`config.mk`:
```
export PLATFORM = sky130hd
export DESIGN_NAME = fifo_wr_arbiter
export DESIGN_NICKNAME = d
export VERILOG_FILES = /design/src/rtl/fifo_wr_arbiter.sv
export SDC_FILE = /design/constraint.sdc
export NUM_CORES = 1
export LEC_CHECK = 0
export ABC_AREA = 1
export CORE_ASPECT_RATIO = 1.4
export CORE_UTILIZATION = 30
export DETAILED_ROUTE_END_ITERATION = 10
export DONT_BUFFER_PORTS = 1
export PLACE_DENSITY = 0.52
export REMOVE_ABC_BUFFERS = 1
export SETUP_SLACK_MARGIN = 0.3
export SLEW_MARGIN = 40
export SYNTH_ARGS = -nofsm -noshare
export SYNTH_HDL_FRONTEND = slang
export SYNTH_SLANG_ARGS = --single-unit
```
`constraint.sdc`:
```
create_clock -name clk -period 2.09 [get_ports clk]
set_clock_uncertainty 0.15 [all_clocks]
set_input_delay 0.1045 -clock clk [delete_from_list [all_inputs] [get_ports clk]]
set_output_delay 0.1045 -clock clk [all_outputs]
set_load 0.005 [all_outputs]
```
`src/rtl/fifo_wr_arbiter.sv`:
```
// Round-robin arbiter sharing one synchronous FIFO write port among C_NUM_REQ valid/ready requesters.
// Define FIFO_ARB_FIXED_PRIO_EN to make IDLE always pick the lowest-index valid requester.
module fifo_wr_arbiter #(
    parameter int C_NUM_REQ    = 4,
    parameter int C_DATA_WIDTH = 8,
    parameter int C_BURST_LEN  = 4
) (
    input  logic                              clk,
    input  logic                              rst,
    input  logic [C_NUM_REQ-1:0]              req_valid,
    input  logic [C_NUM_REQ*C_DATA_WIDTH-1:0] req_data,
    output logic [C_NUM_REQ-1:0]              req_ready,
    input  logic                              fifo_full,
    output logic                              fifo_wr_en,
    output logic [C_DATA_WIDTH-1:0]           fifo_din,
    output logic [$clog2(C_NUM_REQ)-1:0]      grant_idx,
    output logic                              busy
);

    localparam int unsigned NREQ  = C_NUM_REQ;
    localparam int          IDX_W = $clog2(C_NUM_REQ);
    localparam int          CNT_W = $clog2(C_BURST_LEN) + 1;
    localparam logic [CNT_W-1:0] LAST_BEAT = CNT_W'(C_BURST_LEN - 1);

    typedef enum logic {
        IDLE  = 1'b0,
        GRANT = 1'b1
    } state_t;

    state_t                  state_q, state_d;
    logic [IDX_W-1:0]        grant_q, grant_d;
    logic [CNT_W-1:0]        beat_q, beat_d;

    logic                    cur_valid;
    logic [C_DATA_WIDTH-1:0] cur_data;
    logic                    found;
    logic [IDX_W-1:0]        sel;
    int unsigned             cand;

    always_ff @(posedge clk) begin
        if (rst) begin
            state_q <= IDLE;
            grant_q <= IDX_W'(C_NUM_REQ - 1);
            beat_q  <= '0;
        end else begin
            state_q <= state_d;
            grant_q <= grant_d;
            beat_q  <= beat_d;
        end
    end

    always_comb begin
        state_d    = state_q;
        grant_d    = grant_q;
        beat_d     = beat_q;
        req_ready  = '0;
        fifo_wr_en = 1'b0;
        fifo_din   = '0;
        cur_valid  = 1'b0;
        cur_data   = '0;
        found      = 1'b0;
        sel        = '0;
        cand       = 0;

        for (int unsigned j = 0; j < NREQ; j++) begin
            if (IDX_W'(j) == grant_q) begin
                cur_valid = req_valid[j];
                cur_data  = req_data[j*C_DATA_WIDTH +: C_DATA_WIDTH];
            end
        end

`ifdef FIFO_ARB_FIXED_PRIO_EN
        for (int unsigned j = 0; j < NREQ; j++) begin
            if (!found && req_valid[j]) begin
                found = 1'b1;
                sel   = IDX_W'(j);
            end
        end
`else
        // Candidates are visited in distance order from the last grantee, so the modulo wrap
        // also holds when C_NUM_REQ is not a power of two.
        for (int unsigned k = 1; k <= NREQ; k++) begin
            cand = (32'(grant_q) + k) % NREQ;
            for (int unsigned j = 0; j < NREQ; j++) begin
                if (!found && (j == cand) && req_valid[j]) begin
                    found = 1'b1;
                    sel   = IDX_W'(j);
                end
            end
        end
`endif

        case (state_q)
            IDLE: begin
                if (found) begin
                    grant_d = sel;
                    beat_d  = '0;
                    state_d = GRANT;
                end
            end
            GRANT: begin
                for (int unsigned j = 0; j < NREQ; j++) begin
                    if (IDX_W'(j) == grant_q) req_ready[j] = ~fifo_full;
                end
                if (!cur_valid) begin
                    state_d = IDLE;
                end else if (!fifo_full) begin
                    fifo_wr_en = 1'b1;
                    fifo_din   = cur_data;
                    beat_d     = beat_q + CNT_W'(1);
                    if (beat_q == LAST_BEAT) state_d = IDLE;
                end
            end
            default: state_d = IDLE;
        endcase
    end

    assign grant_idx = grant_q;
    assign busy      = (state_q == GRANT);

endmodule

```
# Word level (Yosys, flattened, before mapping)
# Cells that the tools add are included.
# word_totals
ff_bits,6
wordCells,141
# op_classes
eq_ne,19
n_reduce_logical,53
add_sub_neg,5
muxes,59
bitwise_logic,2
# ops
cell,n
$logic_not A32 Y1,4
$mux W8,7
$mux W1,32
$logic_and A1 B1 Y1,31
$mux W2,14
$eq A2 B2 Y1 const A,10
$logic_not A1 Y1,15
$eq A1 B2 Y1 const A,5
$mux W3,3
$pmux W3 S2,1
$add A2 B1 Y2 const B,2
$add A2 B2 Y2 const B,2
$mux W4,1
$ne A2 B2 Y1 const B,2
$add A3 B1 Y3 const B,1
$eq A3 B2 Y1 const B,1
$reduce_and A3 Y1,1
$logic_not A2 Y1,1
$ne A2 B1 Y1 const B,1
$not A1 Y1,2
$pmux W1 S2,1
$reduce_and A2 Y1,1

# Logic depth before layout (Yosys ltp)
# Gate-level depths: netlist of the first run.
# depth
depth_word,66
mapped_depth,13
depth_no_buf,13

# Worst setup path before layout of the first run
# Ideal clock, no wire load.
# synth_timing
path_kind,register -> register
startpoint,reg grant_q[1] (netlist: grant_idx[1])
endpoint,reg beat_q[0]
path_stages_with_launch,14
required_ns,1.827
path_slack_ns,0.286
setup_ns,0.113
period_less_slack_ns,1.804
arrival_time_ns,1.541
n_path_buf,1
cell_sequence,dfxtp_1 buf_4 nor2_1 nand2_1 nand3_4 nor2_4 nand4_2 nor2_4 nand4_2 nand2_2 nand2_2 nand2_2 o21ai_1 inv_1
# synth_via
elab_chain_cells,66
elab_cells_between_ends,93
cone_classes,add/sub: 4; eq/ne: 17; mux: 20; reduce/logical: 52
# synth_rtl
element,line,source
start: declaration,31,"logic [IDX_W-1:0] grant_q, grant_d;"
start signal: assignment,43,grant_q <= IDX_W'(C_NUM_REQ - 1);
start signal: assignment,47,grant_q <= grant_d;
$add A2 B1 Y2,83,cand = (32'(grant_q) + k) % NREQ;
$logic_not A32 Y1,85,if (!found && (j == cand) && req_valid[j]) begin
$logic_and A1 B1 Y1,85,
$mux W1,85,
$logic_not A1 Y1,85,
$logic_and A1 B1 Y1 (2 in a row),85,
$mux W1,85,
$logic_not A1 Y1,85,
[... 47 more ...],-,
$logic_not A1 Y1,85,
$logic_and A1 B1 Y1 (2 in a row),85,
$mux W1,85,
$logic_not A1 Y1,85,
$logic_and A1 B1 Y1 (2 in a row),85,
$mux W1,85,
$ne A2 B2 Y1 (no line),-,
$reduce_and A3 Y1 (no line) (*),-,
end signal: assignment,48,beat_q <= beat_d;
end: declaration,32,"logic [CNT_W-1:0] beat_q, beat_d;"
# Every way passes the cells marked *; elsewhere a longest branch is shown, timed or not.
# A chain may end at the register's enable or synchronous reset.

# Worst setup path in the final report of the first run
# layout_timing
startpoint,reg grant_q[0] (netlist: grant_idx[0])
endpoint,out fifo_din[5]
# layout_via
elab_chain_cells,8
elab_cells_between_ends,15
cone_classes,eq/ne: 3; mux: 11; reduce/logical: 1
# layout_rtl
element,line,source
$logic_not A2 Y1,66,if (IDX_W'(j) == grant_q) begin
$mux W8 (4 in a row),66,
$mux W8,107,end else if (!fifo_full) begin
$mux W8 (*),105,if (!cur_valid) begin
$mux W8 (*),93,case (state_q)
end: declaration,15,"output logic [C_DATA_WIDTH-1:0] fifo_din,"
# Marks and branches as above.

==> flow_summary.ini, run 1 <==
[run_status]
status = finished, final reports clean

[synthesis]
synth_top_area_share_pct = 15.1
ys_warn_count = 0
ys_types = 29
ys_seq_area_share_pct = 15.1
synth_area_leaders = dfxtp_1 15%, nand2_1 13%, nor2_1 9.4%
netlist_area_um2 = 797
yosysTopAreaCell = dfxtp_1
synth_area_per_cell_um2 = 6.04
syn_inst = 132
synth-edff-count = 0
ys_ff_latch = 6
synth_flop_cell = dfxtp_1
synth_async_sr_flop_share_pct = 0

[clocking]
cts.clk_slew.worst_paths_ns = 0.05
cts_sinks = 6
root_buffer = clkbuf_4
htreeDepth = 1
clk_latency_ns = 0.26
cts_buffers = 3
tritoncts = yes
clock_path_buffers = 2

[routing]
firstDrtPassIters = 5
ant_nets = 0
first_iter_violations = 25
via_per_inst = 5.28
wl_per_cell_um = 14.2
wl_um = 2600
vias = 966
drcViolationCount = 0

[sta]
fin_crit_ns = 1.83
setup_viol = 0
slew_viol_final = 0
fmax_ghz = 0.548
setup_tns_ns = 0
relSlewSlack_pct = 81.2
final_hold_viol_count = 0
rsz0062_at_grt = true
fin_crit_sh_pct = 87.4
tightest_slew_ns = 0.282

[setup_path]
r2r-end = beat_q[1]
crit_required_ns = 1.84
start_kind = flip-flop
path_max_fanout = 5
r2r.worst_path.cells = 13
r2r-start = grant_idx[0]
arrival_ns = 1.57
critPathCaptureType = output port
slowest_delay_ns = 0.41
cp_slowest_cell = dfxtp_4
critPathKind = flip-flop to output port
crit_path_cell_trace = nand2_1, nor2_1, nor3_4, nor2_4, clkinvlp_4, nor2_2
regToRegSetupSlack_ns = 0.31

[min_path]
holdPathStages = 4
whs_endpoint = grant_idx[1]
worstHoldStart = req_valid[2]
hp-class = input port to flip-flop

[grt]
grt.busiest_layer = met2
met2_usage_pct = 33.4
grt_util_met3_pct = 2.60
antenna_found_initial = 0
grt_pass1_wl_um = 3950
use_met1_pct = 19.8
grt_max_degree = 12
first_global_vias = 953
grt_usage_pct = 18.1
gr-total-overflow = 0

[place]
port_buffers = 0
place.gp.congestion = 0.785
hpwl_um = 1960

[power_and_ir_drop]
leakage_nw = 0.444
irDropWorstVdd_uv = 607
finalPower_w = 0.00132
p_per_area_nw_per_um2 = 1200

[floorplanning]
die_y_um = 63.0
die_w_um = 45.6
core_um2 = 2440
die-area_um2 = 2870
initial_core_util_pct = 32.6
row_count = 21
io_pins = 55

[job]
maxCapViolations = 0

[layout]
layout.nets = 192
most-common-layout-cells = 23 x nand2_1, 15 x nor2_1, 13 x inv_1, 11 x buf_4
areaGrowthSynthToFinish_pct = 38.0
diodes = 0
drive_gt1_share_pct = 33.6
final_common_cell = nand2_1
-- stage by stage --
stage                     cells  instance area [µm²]  util, %  setup slack, ns  hold slack [ns]
after floorplan             129                  777        -            0.195           0.0236
after global placement      170                  872     35.7            0.181           0.0284
after detailed placement    170                  872     35.7           0.0789           0.0298
after CTS                   180                 1020     41.6            0.257           0.0126
after global routing        183                 1100     45.0            0.181           0.0366
final                       183                 1100     45.0            0.264          0.00143
-- kinds of logic after synthesis --
group / share of synthesized area (%)
buffers and inverters: 10.5
AO/OA/AOI/OAI: 24.3
AND/OR/NAND/NOR: 46.9
adder cells (fa/ha/maj): 3.14
flip-flops: 15.1
-- routing by layer --
layer | vias to the layer above | wire (µm)
met4 | 0 | 27
met3 | 3 | 132
met5 | - | 0
met2 | 29 | 1390
met1 | 443 | 1040
li1 | 491 | -
-- critical path: cells and delay by family (launching register included) --
family,cells,cell delay [ns]
buffers and inverters,1,0.19
and+or+nand+nor,5,0.70
DFF,1,0.41
-- flip-flops by register name, indices dropped and copies added (netlist names) --
register and flops:
beat_q 3, busy 1, grant_idx 2
-- synthesized netlist by cell type (2+ instances only) --
master,number
nand2_1,27
nor2_1,20
inv_1,13
a21oi_1,9
o21ai_0,7
dfxtp_1,6
inv_2,4
nand3_1,4
o21ai_1,4
o22ai_1,4
a221o_1,3
nand2_2,3
nand4_1,3
nor3_1,3
buf_4,2
ha_1,2
nand3_4,2
nand4_2,2
nor2_2,2
nor2_4,2
or2_1,2
-- report_power, final --
part / internal [W] / switching (W) / total, W / leakage, nW
Sequential: 0.000152 / 0.0000562 / 0.000208 / 0.0495
Combinational: 0.000423 / 0.000578 / 0.00100 / 0.381
Clock: 0.0000654 / 0.0000485 / 0.000114 / 0.0138
Total: 0.000641 / 0.000683 / 0.00132 / 0.444
-- area by class of cell --
| type | instances | area, µm² |
|---|---|---|
| timing repair inverter | 1 | 7.51 |
| inverter | 17 | 73.8 |
| tap | 34 | 42.5 |
| multi-input combinational | 106 | 689 |
| timing repair buffer | 16 | 136 |
| clock buffer | 3 | 22.5 |
| fill | 266 | 1340 |
| sequential | 6 | 128 |
-- worst max-delay path by stage --
| stage | startpoint | endpoint | slack, ns | cells after the start |
|---|---|---|---|---|
| floorplan | grant_idx[1] | beat_q[1] | 0.19 | 12 |
| CTS | grant_idx[0] | fifo_din[1] | 0.26 | 8 |
| detailed placement | grant_idx[0] | beat_q[1] | 0.08 | 13 |
| global placement | grant_idx[0] | beat_q[1] | 0.18 | 13 |
| finish | grant_idx[0] | fifo_din[5] | 0.26 | 6 |
| global route | grant_idx[0] | fifo_din[5] | 0.18 | 8 |
-- repair_timing --
action | in CTS | in global routing
setup buffers | 5 | 2
endpoints found under the setup margin | 14 | 13
gates resized for setup | 18 | 15
hold endpoints to repair | 6 | 0
gates cloned | 0 | 1
hold buffers | 2 | 0
pin swaps | 6 | 9
Note: power is estimated with default switching activity, not from simulation.
==> inputs of run 2 (changes only) <==
==> constraint.sdc (replaced) <==
create_clock -name clk -period 2.1 [get_ports clk]
set_clock_uncertainty 0.15 [all_clocks]
set_input_delay 0.105 -clock clk [delete_from_list [all_inputs] [get_ports clk]]
set_output_delay 0.105 -clock clk [all_outputs]
set_load 0.005 [all_outputs]
==> flow_summary.ini, run 2 (synthesized netlist as in run 1, its figures left out) <==
[power_and_ir_drop]
p_int_w = 0.000638
p_seq_share_pct = 15.7
p_per_area_nw_per_um2 = 1200
finalPower_w = 0.00132
power.switching_w = 0.000680
irDropWorstVdd_uv = 604
combinationalPowerShare_pct = 75.6
sw_frac_of_total_pct = 51.6
clkPwrFrac_pct = 8.6
leakage_nw = 0.444

[clocking]
tritoncts = yes
htreeDepth = 1
cts_sinks = 6
clk_latency_ns = 0.26
root_buffer = clkbuf_4
cts.clk_slew.worst_paths_ns = 0.05
clock_path_buffers = 2
cts_buffers = 3

[routing]
drcViolationCount = 0
wl_um = 2600
firstDrtPassIters = 5
vias = 966
via_per_inst = 5.28
first_iter_violations = 28
wl_per_cell_um = 14.2
ant_nets = 0

[layout]
layout.nets = 192
final_common_cell = nand2_1
utilization_pct = 45.0
max_flop_register = beat_q
largest_reg_flops = 3
drive_gt1_share_pct = 33.6
most-common-layout-cells = 23 x nand2_1, 15 x nor2_1, 13 x inv_1, 11 x buf_4
diodes = 0
design_area_um2 = 1100
areaGrowthSynthToFinish_pct = 38.0

[floorplanning]
die-area_um2 = 2870
core_um2 = 2440
die_w_um = 45.6
io_pins = 55
initial_core_util_pct = 32.6
die_y_um = 63.0
row_count = 21

[setup_path]
critPathKind = flip-flop to output port
crit_required_ns = 1.85
critPathCaptureType = output port
path_max_fanout = 5
start_kind = flip-flop
arrival_ns = 1.57

[sta]
setup_viol = 0
setup_tns_ns = 0
rsz0062_at_grt = true
fin_crit_ns = 1.83
tightest_slew_ns = 0.282
fin_crit_sh_pct = 87.0
slew_viol_final = 0
final_hold_viol_count = 0
fmax_ghz = 0.548
relSlewSlack_pct = 81.2
whs_ns = 0.00193

[grt]
grt_max_degree = 12
grt_pass1_wl_um = 3950
gr-total-overflow = 0
first_global_vias = 953
grt_usage_pct = 18.1
antenna_found_initial = 0

[place]
place.gp.congestion = 0.785
place_area_um2 = 872
hpwl_um = 1960
port_buffers = 0

[job]
maxCapViolations = 0

[run_status]
status = finished, final reports clean

[min_path]
hp-class = input port to flip-flop
run 2: cell counts in the layout (fill, tap and decap cells not counted):
Identical to the previous run, type by type.
run 2: layout make-up:
cell class	instances	area (µm²)
Sequential cell	6	128
Inverter	17	73.8
Timing Repair inverter	1	7.51
Timing Repair Buffer	16	136
Clock buffer	3	22.5
Tap cell	34	42.5
Multi-Input combinational cell	106	689
Fill cell	266	1340
run 2: per-layer routing:
layer	part of all wire, %	global-route usage, %
met1	40	19.8
met5	0	0
met4	1.0	5.68
met3	5.1	2.60
met2	54	33.4
run 2: path summary, 6_finish.rpt:
kind	startpoint	endpoint	slack, ns	cells past startpoint
worst max-delay path	grant_idx[0]	fifo_din[5]	0.27	6
worst min-delay path	req_valid[2]	grant_idx[1]	0.002	4
worst max register to register	grant_idx[0]	beat_q[1]	0.32	13
worst min register to register	beat_q[2]	beat_q[2]	0.31	2
run 2: critical path: stages, from the launching register on:
cell	delay, ns
dfxtp_4	0.41
nand2_1	0.11
nor2_1	0.19
nor3_4	0.09
nor2_4	0.18
clkinvlp_4	0.19
nor2_2	0.13
run 2: power groups by stage:
stage	sequential, W	clock [W]	combinational (W)
6_report	0.000207	0.000113	0.000996
5_1_grt	0.000212	0.000120	0.00110
4_1_cts	0.000200	0.000114	0.000905
3_5_place_dp	0.000177	0	0.000780
3_3_place_gp	0.000177	0	0.000767
2_1_floorplan	0.000183	0	0.000558
run 2: repair_timing:
item | CTS | global route
pin swaps | 6 | 9
hold endpoints to repair | 6 | 0
hold buffers | 2 | 0
gates cloned | 0 | 1
setup endpoints to repair | 14 | 13
gates resized for setup | 18 | 15
buffers inserted | 5 | 2
run 2: stage by stage:
stage	std cells	setup slack [ns]
after floorplan	129	0.205
after global placement	170	0.191
after detailed placement	170	0.0889
after CTS	180	0.267
after global routing	183	0.191
final	183	0.274
==> inputs of run 3 (changes only) <==
--- a/config.mk
+++ b/config.mk
@@ -6,11 +6,11 @@
 export NUM_CORES = 1
 export LEC_CHECK = 0
 export ABC_AREA = 1
-export CORE_ASPECT_RATIO = 1.4
-export CORE_UTILIZATION = 30
+export CORE_UTILIZATION = 54
+export CTS_CLUSTER_SIZE = 28
 export DETAILED_ROUTE_END_ITERATION = 10
 export DONT_BUFFER_PORTS = 1
-export PLACE_DENSITY = 0.52
+export PLACE_DENSITY = 0.77
 export REMOVE_ABC_BUFFERS = 1
 export SETUP_SLACK_MARGIN = 0.3
 export SLEW_MARGIN = 40
==> flow_summary.ini, run 3 (synthesized netlist as in run 1, its figures left out) <==
[layout]
largest_reg_flops = 3
layout.nets = 198
final_common_cell = nand2_1
max_flop_register = beat_q
drive_gt1_share_pct = 40.6
diodes = 0
most-common-layout-cells = 18 x nand2_1, 15 x buf_4, 13 x inv_1, 13 x nor2_1, 9 x nor2_4
fill_cells = 70
stdcell_count = 170
areaGrowthSynthToFinish_pct = 49.3

[setup_path]
crit_required_ns = 2.10
r2r-end = beat_q[0]
regToRegSetupSlack_ns = 0.17
arrival_ns = 1.93
r2r-start = grant_idx[1]
r2r.worst_path.cells = 11
critPathKind = flip-flop to flip-flop
path_max_fanout = 5
critPathCaptureType = flip-flop
start_kind = flip-flop

[place]
place.gp.congestion = 0.918
port_buffers = 0
hpwl_um = 1660
dp_cells = 150

[sta]
rsz0062_at_grt = true
slew_viol_final = 0
final_hold_viol_count = 3
fin_crit_ns = 1.93
whs_ns = -0.241
relSlewSlack_pct = 78.5
fin_crit_sh_pct = 92.1
tightest_slew_ns = 0.319
setup_viol = 0
setup_tns_ns = 0
fmax_ghz = 0.517

[grt]
grt_max_degree = 11
antenna_found_initial = 0
first_global_vias = 931
gr-total-overflow = 0
grt_pass1_wl_um = 3950
grt_usage_pct = 35.4

[power_and_ir_drop]
sw_frac_of_total_pct = 52.8
p_int_w = 0.000752
leakage_nw = 0.493
p_seq_share_pct = 13.0
power.switching_w = 0.000843
irDropWorstVdd_uv = 794
p_per_area_nw_per_um2 = 1340
clkPwrFrac_pct = 7.1
combinationalPowerShare_pct = 79.9

[floorplanning]
core_um2 = 1330
initial_core_util_pct = 59.8
row_count = 13
die-area_um2 = 1630
die_w_um = 40.4
io_pins = 55
die_y_um = 40.4

[clocking]
clk_latency_ns = 0.25
cts_buffers = 3
cts_sinks = 6
clock_path_buffers = 2
cts_hold_buffers = 2
root_buffer = clkbuf_4
cts.clk_slew.worst_paths_ns = 0.05
tritoncts = yes
htreeDepth = 1

[run_status]
status = complete, but fails checks
violations = hold timing

[routing]
ant_nets = 0
wl_per_cell_um = 19.3
drcViolationCount = 0
wl_um = 3280
vias = 1187
firstDrtPassIters = 4
first_iter_violations = 84
via_per_inst = 6.98

[min_path]
holdPathStages = 1
whs_endpoint = beat_q[1]
worstHoldStart = rst
hp-class = input port to flip-flop

[job]
maxCapViolations = 0
run 3: changes by cell type in the layout (fill, tap and decap cells not counted), moves of 2 or more:
cell | before | now
nand2_4 | 0 | 6
nand2_1 | 23 | 18
buf_4 | 11 | 15
nor2_4 | 6 | 9
buf_6 | 3 | 5
nor2_1 | 15 | 13
run 3: power groups by stage:
| stage | registers (W) | clock network (W) | logic [W] |
|---|---|---|---|
| after floorplan | 0.000183 | 0 | 0.000558 |
| after global placement | 0.000176 | 0 | 0.000743 |
| after detailed placement | 0.000179 | 0 | 0.000753 |
| after CTS | 0.000204 | 0.000106 | 0.000994 |
| after global routing | 0.000211 | 0.000122 | 0.00134 |
| final | 0.000207 | 0.000114 | 0.00127 |
run 3: area by class of cell:
cell class	count	area [µm²]	area share, %
clock buffers	3	22.5	1.89
inverters	17	73.8	6.20
multi-input cells	106	743	62.5
flip-flops and latches	6	128	10.7
well taps	15	18.8	1.58
repair buffers	23	204	17.1
run 3: metal layers:
metal | global-route usage (%) | vias up | wire (µm)
met3 | 8.33 | 23 | 415
li1 | - | 506 | -
met1 | 41.1 | 527 | 1220
met4 | 9.17 | 0 | 129
met5 | 0 | - | 0
met2 | 63.5 | 131 | 1520
run 3: worst max-delay path: stages, from the launching register on:
cell,delay [ns]
dfxtp_4,0.37
buf_6,0.13
nor2_4,0.18
nand2_2,0.12
nand2_4,0.08
nor3_4,0.05
buf_4,0.16
or2_1,0.25
nand2_4,0.10
nand2_4,0.07
o21ai_1,0.13
inv_1,0.05
run 3: worst max-delay path by stage:
| stage | slack [ns] | startpoint | depth (start not counted) | end |
|---|---|---|---|---|
| 4_1_cts | 0.25 | grant_idx[1] | 12 | beat_q[1] |
| 3_5_place_dp | 0.12 | grant_idx[0] | 13 | beat_q[0] |
| 5_1_grt | 0.11 | grant_idx[1] | 13 | beat_q[1] |
| 3_3_place_gp | 0.21 | grant_idx[1] | 10 | beat_q[1] |
| 6_report | 0.17 | grant_idx[1] | 11 | beat_q[0] |
| 2_1_floorplan | 0.20 | grant_idx[1] | 12 | beat_q[1] |
run 3: timing repair:
action / in CTS / in global routing
gates resized for setup: 32 / 22
cloned: 0 / 0
pin swaps: 12 / 16
hold endpoints to repair: 6 / 3
setup endpoints to repair: 14 / 14
buffers inserted: 11 / 4
run 3: metrics by stage:
| step | worst slack [ns] | area (µm²) | util [%] | power (W) |
|---|---|---|---|---|
| after floorplan | 0.205 | 777 | - | 0.000741 |
| after global placement | 0.213 | 841 | 63.0 | 0.000919 |
| after detailed placement | 0.116 | 841 | 63.0 | 0.000933 |
| after CTS | 0.253 | 1070 | 80.1 | 0.00130 |
| after global routing | 0.109 | 1190 | 89.2 | 0.00167 |
| final | 0.167 | 1190 | 89.2 | 0.00160 |
